$ cat src/rtl/stim_fifo_src_if.sv
// -----------------------------------------------------------------------------
// stim_fifo_src_if
// Groups the two data paths of the stimulus source:
//   memory side : mem_rden / mem_addr (source -> memory), mem_rdata (memory -> source)
//   FIFO side   : fifo_empty / fifo_data (source -> consumer), fifo_rden (consumer -> source)
// master modport : the stimulus source itself
// slave modport  : the memory plus the consumer (DTW core src_fifo port or a bench)
// -----------------------------------------------------------------------------
interface stim_fifo_src_if #(
  parameter int DWIDTH     = 16,
  parameter int AXI_DWIDTH = 32,
  parameter int ADDR_W     = 15
) ();

  logic                  mem_rden;
  logic [ADDR_W-1:0]     mem_addr;
  logic [DWIDTH-1:0]     mem_rdata;
  logic                  fifo_rden;
  logic                  fifo_empty;
  logic [AXI_DWIDTH-1:0] fifo_data;

  modport master (
    output mem_rden,
    output mem_addr,
    input  mem_rdata,
    input  fifo_rden,
    output fifo_empty,
    output fifo_data
  );

  modport slave (
    input  mem_rden,
    input  mem_addr,
    output mem_rdata,
    output fifo_rden,
    input  fifo_empty,
    input  fifo_data
  );

endinterface

$ cat src/rtl/stim_fifo_src.sv
// -----------------------------------------------------------------------------
// stim_fifo_src
// Replays a word image from a synchronous-read memory onto a first-word-fall-
// through source FIFO port. A start pulse selects the query or reference
// region and a word count; the block then streams the region once (or
// repeatedly in loop mode) until finished or aborted by stop. A programmable
// stall pattern can force the FIFO to look empty for part of every period.
//
// Ports:
//   clk, rst_n             clock, asynchronous active-low reset
//   start                  one-cycle pulse, latches op_mode/len/loop_en (IDLE only)
//   op_mode                0 = query region, 1 = reference region
//   len                    words per pass
//   loop_en                wrap to the base address after len words
//   stop                   abort request (RUN/FLUSH only)
//   stall_period/stall_len stall pattern period and forced-empty cycles
//   bus (master)           memory read port and FWFT FIFO port
//   running                high in RUN and FLUSH
//   done                   one-cycle pulse on return to IDLE
//   words_sent             accepted pops since the last start
//   underflow              sticky, pop attempted while empty; cleared by start
// -----------------------------------------------------------------------------
module stim_fifo_src #(
  parameter int DWIDTH     = 16,
  parameter int AXI_DWIDTH = 32,
  parameter int ADDR_W     = 15,
  parameter int QRY_BASE   = 0,
  parameter int REF_BASE   = 0,
  parameter int CNT_W      = 32
) (
  input  logic                 clk,
  input  logic                 rst_n,
  input  logic                 start,
  input  logic                 op_mode,
  input  logic [CNT_W-1:0]     len,
  input  logic                 loop_en,
  input  logic                 stop,
  input  logic [7:0]           stall_period,
  input  logic [7:0]           stall_len,
  stim_fifo_src_if.master      bus,
  output logic                 running,
  output logic                 done,
  output logic [CNT_W-1:0]     words_sent,
  output logic                 underflow
);

  localparam logic [ADDR_W-1:0] QRY_BASE_A = ADDR_W'(QRY_BASE);
  localparam logic [ADDR_W-1:0] REF_BASE_A = ADDR_W'(REF_BASE);

  typedef enum logic [1:0] {
    ST_IDLE  = 2'd0,
    ST_RUN   = 2'd1,
    ST_FLUSH = 2'd2
  } state_t;

  state_t              state_r, state_s;
  logic                done_r, done_s;

  logic [CNT_W-1:0]    len_r;
  logic                loop_r;
  logic [ADDR_W-1:0]   base_r;

  logic [CNT_W-1:0]    issued_r, issued_next_s;
  logic [ADDR_W-1:0]   mem_addr_r;
  logic                mem_rden_r;
  logic                wrap_r, wrap_next_s;
  logic                rvalid_r;

  logic [DWIDTH-1:0]   buf_r [2];
  logic                rd_ptr_r, wr_ptr_r;
  logic [1:0]          occ_r, occ_next_s;

  logic [7:0]          phase_r;
  logic [7:0]          eff_len_s;
  logic                stall_active_s;

  logic [CNT_W-1:0]    words_sent_r;
  logic                underflow_r;

  logic                running_s;
  logic                start_acc_s, start_go_s, abort_s;
  logic                present_s, fifo_empty_s, pop_s, store_s, room_s;
  logic [DWIDTH-1:0]   head_s;
  logic [ADDR_W-1:0]   base_sel_s;
  logic [CNT_W-1:0]    cur_len_s, cur_issued_s;
  logic                cur_loop_s, last_s, issue_s;

  assign running_s   = (state_r != ST_IDLE);
  assign start_acc_s = (state_r == ST_IDLE) && start;
  assign start_go_s  = start_acc_s && (len != {CNT_W{1'b0}});
  assign abort_s     = running_s && stop;
  assign base_sel_s  = op_mode ? REF_BASE_A : QRY_BASE_A;

  // The word on mem_rdata (rvalid_r) counts as a buffer entry that sits behind
  // the stored ones, so it can be offered the same cycle it returns.
  assign present_s    = (occ_r != 2'd0) || rvalid_r;
  assign head_s       = (occ_r != 2'd0) ? buf_r[rd_ptr_r] : bus.mem_rdata;
  assign fifo_empty_s = !running_s || !present_s || stall_active_s;
  assign pop_s        = bus.fifo_rden && !fifo_empty_s;
  assign store_s      = rvalid_r && !(pop_s && (occ_r == 2'd0));
  assign occ_next_s   = occ_r + {1'b0, rvalid_r} - {1'b0, pop_s};
  // Entries held next cycle plus the read currently on the memory port.
  assign room_s       = ({1'b0, occ_next_s} + {2'b00, mem_rden_r}) < 3'd2;

  // Stall generator: effective forced-empty length and current stall flag.
  always_comb begin
    eff_len_s      = 8'd0;
    stall_active_s = 1'b0;
    if (stall_len < stall_period) begin
      eff_len_s = stall_len;
    end else begin
      eff_len_s = stall_period - 8'd1;
    end
    if (running_s && (stall_period >= 8'd2)) begin
      stall_active_s = (phase_r < eff_len_s);
    end else begin
      stall_active_s = 1'b0;
    end
  end

  // Issue decision; a start pulse issues the first read straight from IDLE.
  always_comb begin
    cur_len_s     = len_r;
    cur_loop_s    = loop_r;
    cur_issued_s  = issued_r;
    issued_next_s = issued_r;
    wrap_next_s   = 1'b0;
    if (state_r == ST_IDLE) begin
      cur_len_s    = len;
      cur_loop_s   = loop_en;
      cur_issued_s = {CNT_W{1'b0}};
    end else begin
      cur_len_s    = len_r;
      cur_loop_s   = loop_r;
      cur_issued_s = issued_r;
    end
    issue_s = room_s && !abort_s &&
              (start_go_s || ((state_r == ST_RUN) && (issued_r != len_r)));
    last_s  = ((cur_issued_s + {{(CNT_W-1){1'b0}}, 1'b1}) == cur_len_s);
    if (issue_s) begin
      if (last_s && cur_loop_s) begin
        issued_next_s = {CNT_W{1'b0}};
        wrap_next_s   = 1'b1;
      end else begin
        issued_next_s = cur_issued_s + {{(CNT_W-1){1'b0}}, 1'b1};
        wrap_next_s   = 1'b0;
      end
    end else begin
      issued_next_s = cur_issued_s;
      wrap_next_s   = 1'b0;
    end
  end

  // FSM next-state and done request.
  always_comb begin
    state_s = state_r;
    done_s  = 1'b0;
    case (state_r)
      ST_IDLE: begin
        if (start && (len == {CNT_W{1'b0}})) begin
          done_s = 1'b1;
        end else if (start) begin
          state_s = ST_RUN;
        end else begin
          state_s = ST_IDLE;
        end
      end
      ST_RUN: begin
        if (stop) begin
          state_s = ST_IDLE;
          done_s  = 1'b1;
        end else if (!loop_r && (issued_r == len_r)) begin
          state_s = ST_FLUSH;
        end else begin
          state_s = ST_RUN;
        end
      end
      ST_FLUSH: begin
        // Leave as soon as the final pop drains the last entry.
        if (stop || ((occ_next_s == 2'd0) && !mem_rden_r)) begin
          state_s = ST_IDLE;
          done_s  = 1'b1;
        end else begin
          state_s = ST_FLUSH;
        end
      end
      default: begin
        state_s = ST_IDLE;
        done_s  = 1'b0;
      end
    endcase
  end

  // FSM state and done pulse registers.
  always_ff @(posedge clk or negedge rst_n) begin
    if (!rst_n) begin
      state_r <= ST_IDLE;
      done_r  <= 1'b0;
    end else begin
      state_r <= state_s;
      done_r  <= done_s;
    end
  end

  // Run parameters captured on an accepted start.
  always_ff @(posedge clk or negedge rst_n) begin
    if (!rst_n) begin
      len_r  <= {CNT_W{1'b0}};
      loop_r <= 1'b0;
      base_r <= {ADDR_W{1'b0}};
    end else if (start_acc_s) begin
      len_r  <= len;
      loop_r <= loop_en;
      base_r <= base_sel_s;
    end else begin
      len_r  <= len_r;
      loop_r <= loop_r;
      base_r <= base_r;
    end
  end

  // Memory read port: strobe, address and return tracking.
  always_ff @(posedge clk or negedge rst_n) begin
    if (!rst_n) begin
      mem_rden_r <= 1'b0;
      mem_addr_r <= {ADDR_W{1'b0}};
      issued_r   <= {CNT_W{1'b0}};
      wrap_r     <= 1'b0;
      rvalid_r   <= 1'b0;
    end else begin
      mem_rden_r <= issue_s;
      issued_r   <= issued_next_s;
      wrap_r     <= wrap_next_s;
      rvalid_r   <= mem_rden_r && !abort_s;
      // wrap_r marks the read on the port as the last of a looped pass.
      if (start_acc_s) begin
        mem_addr_r <= base_sel_s;
      end else if (mem_rden_r) begin
        mem_addr_r <= wrap_r ? base_r : (mem_addr_r + {{(ADDR_W-1){1'b0}}, 1'b1});
      end else begin
        mem_addr_r <= mem_addr_r;
      end
    end
  end

  // Two-entry storage behind the memory return register.
  always_ff @(posedge clk or negedge rst_n) begin
    if (!rst_n) begin
      buf_r[0] <= {DWIDTH{1'b0}};
      buf_r[1] <= {DWIDTH{1'b0}};
      rd_ptr_r <= 1'b0;
      wr_ptr_r <= 1'b0;
      occ_r    <= 2'd0;
    end else if (abort_s) begin
      rd_ptr_r <= 1'b0;
      wr_ptr_r <= 1'b0;
      occ_r    <= 2'd0;
    end else begin
      if (store_s) begin
        buf_r[wr_ptr_r] <= bus.mem_rdata;
      end
      wr_ptr_r <= wr_ptr_r ^ store_s;
      rd_ptr_r <= rd_ptr_r ^ (pop_s && (occ_r != 2'd0));
      occ_r    <= occ_next_s;
    end
  end

  // Stall phase counter, running only in RUN and FLUSH.
  always_ff @(posedge clk or negedge rst_n) begin
    if (!rst_n) begin
      phase_r <= 8'd0;
    end else if (start_acc_s || !running_s || (stall_period < 8'd2)) begin
      phase_r <= 8'd0;
    end else if (phase_r >= (stall_period - 8'd1)) begin
      phase_r <= 8'd0;
    end else begin
      phase_r <= phase_r + 8'd1;
    end
  end

  // Pop counter and sticky underflow flag.
  always_ff @(posedge clk or negedge rst_n) begin
    if (!rst_n) begin
      words_sent_r <= {CNT_W{1'b0}};
      underflow_r  <= 1'b0;
    end else if (start_acc_s) begin
      words_sent_r <= {CNT_W{1'b0}};
      underflow_r  <= 1'b0;
    end else begin
      words_sent_r <= words_sent_r + {{(CNT_W-1){1'b0}}, pop_s};
      underflow_r  <= underflow_r || (bus.fifo_rden && fifo_empty_s);
    end
  end

  assign bus.mem_rden   = mem_rden_r;
  assign bus.mem_addr   = mem_addr_r;
  assign bus.fifo_empty = fifo_empty_s;
  assign bus.fifo_data  = present_s ? AXI_DWIDTH'(head_s) : {AXI_DWIDTH{1'b0}};
  assign running        = running_s;
  assign done           = done_r;
  assign words_sent     = words_sent_r;
  assign underflow      = underflow_r;

endmodule

$ cat src/flat_wrapper.sv
// flat-port wrapper written by rule: the top's interface ports become plain ports
module stim_fifo_src_flat 
#(
  parameter int DWIDTH     = 16,
  parameter int AXI_DWIDTH = 32,
  parameter int ADDR_W     = 15,
  parameter int QRY_BASE   = 0,
  parameter int REF_BASE   = 0,
  parameter int CNT_W      = 32
)
  (clk, rst_n, start, op_mode, len, loop_en, stop, stall_period, stall_len, running, done, words_sent, underflow, bus_mem_rden, bus_mem_addr, bus_mem_rdata, bus_fifo_rden, bus_fifo_empty, bus_fifo_data);
  stim_fifo_src_if #(.DWIDTH(DWIDTH), .AXI_DWIDTH(AXI_DWIDTH), .ADDR_W(ADDR_W)) bus_i ();
  input  logic clk;
  input  logic rst_n;
  input  logic start;
  input  logic op_mode;
  input  logic [CNT_W-1:0] len;
  input  logic loop_en;
  input  logic stop;
  input  logic [7:0] stall_period;
  input  logic [7:0] stall_len;
  output logic running;
  output logic done;
  output logic [CNT_W-1:0] words_sent;
  output logic underflow;
  output wire logic [$bits(bus_i.mem_rden)-1:0] bus_mem_rden;
  output wire logic [$bits(bus_i.mem_addr)-1:0] bus_mem_addr;
  input wire logic [$bits(bus_i.mem_rdata)-1:0] bus_mem_rdata;
  input wire logic [$bits(bus_i.fifo_rden)-1:0] bus_fifo_rden;
  output wire logic [$bits(bus_i.fifo_empty)-1:0] bus_fifo_empty;
  output wire logic [$bits(bus_i.fifo_data)-1:0] bus_fifo_data;
  assign bus_mem_rden = bus_i.mem_rden;
  assign bus_mem_addr = bus_i.mem_addr;
  assign bus_i.mem_rdata = bus_mem_rdata;
  assign bus_i.fifo_rden = bus_fifo_rden;
  assign bus_fifo_empty = bus_i.fifo_empty;
  assign bus_fifo_data = bus_i.fifo_data;
  stim_fifo_src #(.DWIDTH(DWIDTH), .AXI_DWIDTH(AXI_DWIDTH), .ADDR_W(ADDR_W), .QRY_BASE(QRY_BASE), .REF_BASE(REF_BASE), .CNT_W(CNT_W)) u_core (.clk(clk), .rst_n(rst_n), .start(start), .op_mode(op_mode), .len(len), .loop_en(loop_en), .stop(stop), .stall_period(stall_period), .stall_len(stall_len), .bus(bus_i), .running(running), .done(done), .words_sent(words_sent), .underflow(underflow));
endmodule
$ cat config.mk
export PLATFORM = sky130hd
export DESIGN_NAME = stim_fifo_src_flat
export DESIGN_NICKNAME = d
export VERILOG_FILES = /design/src/rtl/stim_fifo_src_if.sv /design/src/rtl/stim_fifo_src.sv /design/src/flat_wrapper.sv
export SDC_FILE = /design/constraint.sdc
export NUM_CORES = 1
export LEC_CHECK = 0
export BUFFER_PORTS_ARGS = -buffer_cell sky130_fd_sc_hd__buf_2
export CORE_UTILIZATION = 34
export CTS_CLUSTER_DIAMETER = 40
export CTS_CLUSTER_SIZE = 14
export DETAILED_ROUTE_END_ITERATION = 10
export PLACE_DENSITY = 0.52
export SYNTH_ARGS = -nofsm -noshare
export SYNTH_HDL_FRONTEND = slang
export SYNTH_SLANG_ARGS = --single-unit
export TNS_END_PERCENT = 100
$ cat constraint.sdc
create_clock -name clk -period 7.25 [get_ports clk]
set_input_delay 2.175 -clock clk [delete_from_list [all_inputs] [get_ports clk]]
set_output_delay 2.175 -clock clk [all_outputs]
set_load 0.01 [all_outputs]
==> run_results.csv, run 1 <==
group,metric,value,unit
power,combPwrFrac,28.9,%
power,p_per_area,259,nW/um^2
yosys,async_flop_share,100,%
worst_setup_path,cp-end-kind,"primary output",
cells_and_area,final_cell_mix,"dfrtp_1, buf_2, nand2_1",
floorplan,start_util,34.6,%
drt,vias,8367,
worst_setup_path,cp_cell_sequence,"buf_2, inv_1, ha_1, a21o_1, a21o_1, a21oi_2, o21ai_2, buf_4, nand2_1, o21ai_0, ha_1, a21o_1, a21oi_2, o221ai_1, nor2_1, a221o_1, buf_2",
place,gp_congestion,0.874,
global_route,grt_pass1_vias,8247,
worst_setup_path,cp.required,5.08,ns
power,swShare,36.1,%
cts,cts-hold-fix-buffers,0,
cts,htree_levels,4,
yosys,ys_ff_latch,163,
global_route,antenna_found_initial,2,
cts,cts_tree,"done",
power,p_sw,1.09,mW
drt,wire_per_inst,17.3,um
yosys,synth_flop_cell,"dfrtp_1",
power,seqPwrFrac,40.0,%
worst_setup_path,crit_top_cell,"a21o_1",
place,dp_hpwl,19800,um
job,cap_viol_max_count,0,
place,portBuffers,137,
drt,drt-pass1-iter-count,5,
timing,setup_ws,0.221,ns
cells_and_area,areaGrowthSynthToFinish,16.9,%
cells_and_area,nFillCells,2877,
global_route,grt_max_degree,110,
floorplan,dieArea,30000,um^2
yosys,synth_area,9960,um^2
cts,cts_buffers,17,
power,clkPwrFrac,31.2,%
yosys,netlist_instances,1067,
worst_setup_path,critPathMaxStageDelay,0.30,ns
worst_setup_path,cp-startpoint,"stall_period[5]",
cells_and_area,final_common_cell,"dfrtp_1",
worst_setup_path,cp_max_fo,10,
cells_and_area,final_core_util,40.5,%
timing,setup_viol,0,
place,pre_cts_slack,0.0877,ns
worst_setup_path,worstReg2RegStart,"u_core.state_r[1]",
global_route,grt_first_pass_wirelength,44800,um
power,p_int,1.92,mW
worst_setup_path,startpoint_type,"input port",
cts,root_buffer,"clkbuf_16",
global_route,grt_overflow,0,
drt,drc,0,
floorplan,core,28800,um^2
power,finalPower,3.01,mW
cells_and_area,drive_above_1_share,22.6,%
timing,max_slew_margin,27.4,%
worst_setup_path,worst-setup-path-type,"in2out",
drt,avgViaCountPerCell,5.27,
worst_setup_path,crit_slowest_cell,"ha_1",
status,outcome,"completed",
worst_setup_path,path_buf_inv,4,
cells_and_area,final_area,11600,um^2
yosys,yosysUniqueCellTypes,64,
floorplan,fp-row-count,62,
global_route,grt.total_usage,18.8,%
cts,clkTransAtPathRegs,0.07,ns
power,irDropWorstVdd,0.161,mV
place,placed_area,11000,um^2
cts,cts.sinks,163,
yosys,syn_avg_cell_area,9.34,um^2
floorplan,die_w,173,um
timing,finClkSkew,0.0188,ns
drt,ant_nets,0,
cts,clk_latency,0.44,ns
worst_setup_path,crit_arrival,4.85,ns
hold_path,worstHoldStart,"u_core.underflow",
timing,hold_violations,0,
hold_path,hold_path_class,"reg2reg",
drt,first_iter_violations,620,
yosys,ys_warn_count,0,
cells_and_area,nets,1291,
cts,clk_path_buf_depth,2,
timing,max_freq,142,MHz
timing,fin_crit,7.03,ns
worst_setup_path,path_delay_family,"compound AO/OA/AOI/OAI gates",
yosys,seq_area_frac_synth,40.9,%
power,p_leak,5.15,nW
timing,tightest_slew,1.08,ns
floorplan,io_pins,155,
yosys,synth_edf_count,0,
timing,slew_viol_final,0,
timing,period_share,96.9,%
drt,postRouteWirelength,27400,um
floorplan,die_h,173,um
[cell usage after synthesis, types with 16 or more instances]
library cell,count,share of area (%)
mux2i_1,26,2.6
dfrtp_1,163,41
xnor2_1,40,3.5
nand2_1,82,3.1
nor2_1,80,3.0
xor2_1,67,5.9
o22ai_1,16,1.0
mux2_2,66,7.5
o21ai_0,61,3.1
a21oi_1,41,2.1
nand4_1,29,1.8
nor4_1,22,1.4
clkbuf_1,31,1.2
nor3_1,35,1.8
nand3_1,74,3.7
buf_4,16,1.2
ha_1,31,3.9
and3_1,24,1.5
inv_1,26,0.98
[kinds of logic after synthesis]
family	Yosys count	share of synthesized area (%)
XOR/XNOR	107	9.40
AND/OR/NAND/NOR	406	20.7
flip-flops	163	40.9
AO/OA/AOI/OAI	173	10.5
buffers and inverters	94	4.44
other	1	0.0376
adder cells (fa/ha/maj)	31	3.89
multiplexers	92	10.1
[worst reg2reg max path: stages (launching register included)]
cell       delay, ns
dfrtp_1         0.74
nor2_2          0.12
inv_2           0.13
and2_1          0.16
ha_1            0.31
and3_1          0.31
nand4_1         0.37
nor4_1          0.83
xor2_1          0.12
a2111oi_0       0.33
a21oi_1         0.12
or4b_4          0.71
nand2_1         0.23
buf_4           0.21
o21ai_0         0.11
[area by class of cell]
type	instances	area, um^2	share of cell area [%]
multi-input combinational	825	5530	47.4
clock inverter	15	201	1.73
inverter	27	101	0.870
tap	384	480	4.13
clock buffer	17	425	3.65
timing repair buffer	155	827	7.10
antenna	2	5.00	0.0430
sequential	163	4080	35.0
[sequential cells by signal (all words and copies together), names as in the netlist, 2 cells and up]
name / count
u_core.buf_r: 32
u_core.bus.mem_addr: 15
u_core.issued_r: 32
u_core.len_r: 32
u_core.occ_r: 2
u_core.phase_r: 8
u_core.state_r: 2
u_core.words_sent: 32
[power groups by stage]
stage	Clock, mW	Sequential, mW	Combinational [mW]
final	0.939	1.20	0.869
after global routing	0.999	1.23	0.961
after CTS	0.967	1.21	0.874
after detailed placement	0	1.22	0.872
after global placement	0	1.22	0.862
after floorplan	0	1.17	0.606
[stage by stage]
step           hold slack (ns)  std cells  setup TNS, ns
2_1_floorplan            0.480       1082              0
3_3_place_gp             0.474       1553              0
3_5_place_dp             0.487       1553              0
4_1_cts                  0.504       1585              0
5_1_grt                  0.517       1588       -0.00348
6_report                 0.497       1588              0
[repair_timing]
item                       in CTS  in global routing
resized for setup               0                  7
setup endpoints to repair       0                  1
buffers inserted                0                  1
[metal layers]
metal	GRT usage, %	up-vias	routed length, um
li1	-	4048	-
met1	25.3	4065	12600
met2	30.3	207	13100
met3	2.95	47	1010
met4	7.26	0	741
met5	0	-	0
[final timing paths]
check                                     endpoint  slack, ns  depth (start not counted)
min in group asynchronous  u_core.bus.mem_addr[12]       1.81                          1
hold / removal                    u_core.underflow       0.50                          2
setup reg to reg               u_core.issued_r[20]       2.34                         14
hold reg to reg                   u_core.underflow       0.50                          2
setup / recovery                    bus_fifo_empty       0.22                         17
max in group asynchronous          u_core.buf_r[3]       4.04                          2
Note: power is estimated with default switching activity, not from simulation.
==> run 2: changes to the inputs <==
Settings changed: SETUP_SLACK_MARGIN set to 0.5.
==> run_results.csv, run 2 (synthesis results as in run 1) <==
group,metric,value,unit
status,outcome,"completed",
place,gp_congestion,0.857,
worst_setup_path,reg2regPathDepth,14,
drt,first_iter_violations,585,
worst_setup_path,worst-setup-path-type,"in2out",
timing,tightest_slew,1.07,ns
cts,clk_latency,0.43,ns
hold_path,whs_path_depth,2,
worst_setup_path,worstReg2RegStart,"u_core.state_r[1]",
timing,grt_setup_unrepaired,"true",
floorplan,die_w,173,um
drt,vias,8380,
cts,root_buffer,"clkbuf_16",
cells_and_area,final_core_util,41.3,%
floorplan,core,28800,um^2
timing,finalSetupTns,0,ns
floorplan,start_util,34.6,%
worst_setup_path,reg2reg_to,"u_core.issued_r[20]",
power,irDropWorstVdd,0.153,mV
timing,holdWs,0.506,ns
cells_and_area,areaGrowthSynthToFinish,19.2,%
cells_and_area,drive_above_1_share,24.3,%
drt,drc,0,
drt,wire_per_inst,17.4,um
place,portBuffers,137,
worst_setup_path,startpoint_type,"input port",
global_route,grt_first_pass_wirelength,45100,um
hold_path,holdPathEnd,"u_core.underflow",
place,dp_hpwl,19900,um
global_route,grt.total_usage,18.8,%
cts,clkTransAtPathRegs,0.08,ns
cells_and_area,final_area,11900,um^2
cts,cts_buffers,17,
timing,period_share,94.6,%
cells_and_area,final_cell_mix,"dfrtp_1, buf_2, nand2_1",
cells_and_area,final_common_cell,"dfrtp_1",
timing,max_slew_margin,28.2,%
job,cap_viol_max_count,0,
worst_setup_path,cp.required,5.08,ns
worst_setup_path,crit_arrival,4.68,ns
timing,hold_violations,0,
global_route,antenna_found_initial,1,
global_route,grt_pass1_vias,8062,
drt,postRouteWirelength,27800,um
cts,cts-hold-fix-buffers,0,
cts,htree_levels,4,
cts,clk_path_buf_depth,2,
global_route,grt_overflow,0,
cts,cts.sinks,163,
place,placed_area,11000,um^2
power,p_per_area,257,nW/um^2
timing,max_freq,146,MHz
timing,slew_viol_final,0,
timing,finClkSkew,0.0139,ns
floorplan,fp-row-count,62,
worst_setup_path,r2r_setup_slack,1.88,ns
cts,cts_tree,"done",
global_route,grt_max_degree,73,
drt,drt-pass1-iter-count,7,
hold_path,hold_path_class,"reg2reg",
worst_setup_path,cp_max_fo,7,
drt,avgViaCountPerCell,5.24,
power,finalPower,3.05,mW
floorplan,io_pins,155,
timing,fin_crit,6.86,ns
timing,setup_viol,0,
worst_setup_path,cp-end-kind,"primary output",
power,p_leak,5.22,nW
floorplan,dieArea,30000,um^2
floorplan,die_h,173,um
cells_and_area,nets,1302,
hold_path,worstHoldStart,"u_core.underflow",
drt,ant_nets,0,
run 2: changes by cell type in the layout (fill, tap and decap cells not counted), sizes merged:
| cell | before | now |
|---|---|---|
| bufinv | 0 | 1 |
| clkinv | 8 | 6 |
| inv | 34 | 33 |
| buf | 155 | 165 |
| diode | 2 | 1 |
| clkinvlp | 0 | 2 |
| o21ai | 61 | 62 |
run 2: cell type report:
type | count | area, um^2
Fill cell | 2906 | 16900
Multi-Input combinational cell | 826 | 5640
Sequential cell | 163 | 4080
Timing Repair Buffer | 165 | 947
Tap cell | 384 | 480
Clock buffer | 17 | 425
Clock inverter | 15 | 205
Inverter | 27 | 104
Antenna cell | 1 | 2.50
run 2: routing by layer:
metal	vias up	routed length (um)	global-route usage, %	part of all wire [%]
li1	4051	-	-	-
met1	4112	13100	25.8	47
met2	197	13300	30.9	48
met3	20	1030	2.81	3.7
met4	0	427	5.16	1.5
met5	-	0	0	0
run 2: worst max path at each step:
stage / endpoint / cells past startpoint / startpoint / slack [ns]
2_1_floorplan: bus_fifo_empty / 14 / stall_period[5] / 0.52
3_3_place_gp: u_core.issued_r[29] / 27 / stall_period[5] / 0.006
3_5_place_dp: u_core.issued_r[29] / 27 / stall_period[5] / -0.1
4_1_cts: bus_fifo_empty / 17 / stall_period[5] / 0.42
5_1_grt: bus_fifo_empty / 15 / stall_period[5] / 0.22
6_report: bus_fifo_empty / 15 / stall_period[5] / 0.39
run 2: critical path, stage by stage:
cell and delay, ns:
buf_8 0.10, inv_4 0.05, ha_4 0.19, a21o_1 0.15
a21o_1 0.20, a21oi_4 0.21, o21ai_4 0.12, nand2_1 0.09
o21ai_2 0.05, ha_1 0.30, nand4_1 0.16, nor3_2 0.21
nand3_1 0.12, a221o_1 0.40, buf_2 0.15
run 2: where the power goes:
group	leakage (nW)	internal, mW	total (mW)	switching, mW
registers	2.12	1.07	1.21	0.137
logic	2.80	0.397	0.898	0.500
clock network	0.299	0.502	0.948	0.446
run 2: timing repair:
item / in CTS / in global routing
setup endpoints to repair: 26 / 11
endpoints found under the hold margin: 0 / 0
pin swaps: 20 / 16
buffers inserted: 6 / 3
cloned: 1 / 0
gates resized for setup: 24 / 13
run 2: per-stage QoR:
| stage | setup slack [ns] | instances |
|---|---|---|
| floorplan | 0.521 | 1082 |
| global placement | 0.00644 | 1555 |
| detailed placement | -0.0986 | 1555 |
| CTS | 0.422 | 1594 |
| global route | 0.222 | 1598 |
| finish | 0.395 | 1598 |
==> run 3: changes to the inputs <==
Settings changed: BUFFER_PORTS_ARGS -buffer_cell sky130_fd_sc_hd__buf_2 to not set, DONT_BUFFER_PORTS set to 1, PLACE_DENSITY 0.52 to 0.48, RECOVER_POWER set to 25.
==> run_results.csv, run 3 (synthesis results as in run 1) <==
group,metric,value,unit
status,outcome,"completed",
worst_setup_path,crit_arrival,4.52,ns
cts,clkTransAtPathRegs,0.06,ns
cells_and_area,final_cell_mix,"dfrtp_1, nand2_1, nor2_1",
floorplan,fp-row-count,62,
worst_setup_path,path_delay_family,"compound AO/OA/AOI/OAI gates",
place,placed_area,10300,um^2
power,p_per_area,267,nW/um^2
cells_and_area,antenna_cells,0,
power,p_leak,4.54,nW
cells_and_area,final_core_util,38.4,%
timing,tightest_slew,1.04,ns
timing,grt_setup_unrepaired,"true",
place,pre_cts_slack,-0.0440,ns
floorplan,die_w,173,um
drt,postRouteWirelength,27800,um
timing,slew_viol_final,0,
floorplan,start_util,34.6,%
worst_setup_path,reg2reg_to,"u_core.issued_r[20]",
floorplan,die_h,173,um
cells_and_area,final_area,11000,um^2
place,portBuffers,0,
hold_path,hold_path_class,"reg2reg",
worst_setup_path,critPathMaxStageDelay,0.47,ns
timing,max_slew_margin,30.8,%
cts,cts.sinks,163,
timing,setup_ws,0.551,ns
drt,wl_met1,12700,um
job,cap_viol_max_count,0,
timing,max_freq,149,MHz
place,dp_hpwl,19500,um
floorplan,core,28800,um^2
worst_setup_path,path_buf_inv,1,
place,gp_congestion,0.859,
timing,hold_violations,0,
power,finalPower,2.95,mW
global_route,grt_overflow,0,
worst_setup_path,cp.required,5.08,ns
worst_setup_path,worstReg2RegStart,"u_core.state_r[1]",
drt,ant_nets,0,
floorplan,dieArea,30000,um^2
cts,root_buffer,"clkbuf_16",
timing,holdWs,0.504,ns
drt,top_layer,"met4",
drt,routed-wl-met2,13200,um
worst_setup_path,cp.depth,13,
cts,htree_levels,4,
timing,finClkSkew,0.0137,ns
drt,avgViaCountPerCell,5.34,
cts,cts_buffers,17,
cts,clk_path_buf_depth,2,
global_route,grt_pass1_vias,7755,
floorplan,io_pins,155,
drt,drt-pass1-iter-count,4,
timing,period_share,92.4,%
hold_path,worstHoldStart,"u_core.buf_r[18]",
global_route,grt_first_pass_wirelength,44700,um
drt,vias,7749,
cells_and_area,final_common_cell,"dfrtp_1",
drt,wire_per_inst,19.1,um
drt,wl_met3,1280,um
hold_path,holdPathEnd,"u_core.buf_r[18]",
hold_path,whs_path_depth,1,
worst_setup_path,startpoint_type,"input port",
timing,fin_crit,6.70,ns
worst_setup_path,cp_max_fo,7,
worst_setup_path,crit_top_cell,"a21o_1",
global_route,antenna_found_initial,0,
cells_and_area,drive_above_1_share,13.6,%
cells_and_area,areaGrowthSynthToFinish,10.9,%
cts,clk_latency,0.43,ns
timing,setup_viol,0,
worst_setup_path,cp-end-kind,"primary output",
drt,first_iter_violations,419,
cts,cts_tree,"done",
global_route,grt_max_degree,164,
global_route,grt.total_usage,19.1,%
drt,drc,0,
worst_setup_path,worst-setup-path-type,"in2out",
cells_and_area,nets,1157,
worst_setup_path,crit_slowest_cell,"a221o_1",
worst_setup_path,reg2regPathDepth,14,
worst_setup_path,cp_cell_sequence,"inv_4, ha_4, a21o_1, a21o_1, a21oi_4, o21ai_4, nand2_1, o21ai_2, ha_1, nand4_1, nor3_2, nand3_2, a221o_1",
worst_setup_path,r2r_setup_slack,2.14,ns
power,irDropWorstVdd,0.156,mV
==> run 3: worst max-delay path by stage <==
stage	from	to	slack, ns
2_1_floorplan	stall_period[5]	bus_fifo_empty	0.52
3_3_place_gp	stall_period[5]	u_core.issued_r[16]	0.04
3_5_place_dp	stall_period[5]	u_core.issued_r[29]	-0.04
4_1_cts	stall_period[1]	bus_fifo_empty	0.51
5_1_grt	stall_period[5]	bus_fifo_empty	0.42
6_report	stall_period[1]	bus_fifo_empty	0.55
==> run 3: timing repair <==
item	4_1_cts	5_1_grt
gates cloned	1	0
endpoints found under the setup margin	12	8
setup buffers	3	3
gates resized for setup	14	13
hold buffers	0	0
pin swaps	16	16
==> run 3: report_power, final <==
part | switching (mW) | internal, mW
clock network | 0.386 | 0.586
registers | 0.143 | 1.07
logic | 0.438 | 0.326
total | 0.967 | 1.98
==> run 3: area by class of cell <==
class | instances | area [um^2]
Inverter | 27 | 110
Tap cell | 384 | 480
Clock inverter | 11 | 174
Sequential cell | 163 | 4080
Timing Repair Buffer | 20 | 150
Multi-Input combinational cell | 826 | 5610
Fill cell | 2884 | 17700
Clock buffer | 19 | 443
==> run 3: layer usage <==
layer / up-vias / global-route usage, %
li1: 3756 / -
met1: 3792 / 24.9
met2: 177 / 31.5
met3: 24 / 4.13
met4: 0 / 6.16
met5: - / 0
==> run 3: worst register-to-register path, stage by stage (launching register included) <==
cell and delay (ns):
dfrtp_1 0.78, nor2_2 0.11, inv_2 0.14, and2_1 0.16, ha_1 0.32, and3_1 0.31, nand4_1 0.40, nor4_1 0.82
xor2_1 0.13, a2111oi_0 0.39, a21oi_1 0.12, or4b_4 0.72, nand2_1 0.18, buf_4 0.26, o21ai_0 0.14
==> run 3: per-stage QoR <==
stage	std cells	TNS, ns
3_5_place_dp	1413	-0.144
4_1_cts	1447	0
6_report	1450	0
2_1_floorplan	1082	0
5_1_grt	1450	0
3_3_place_gp	1413	0
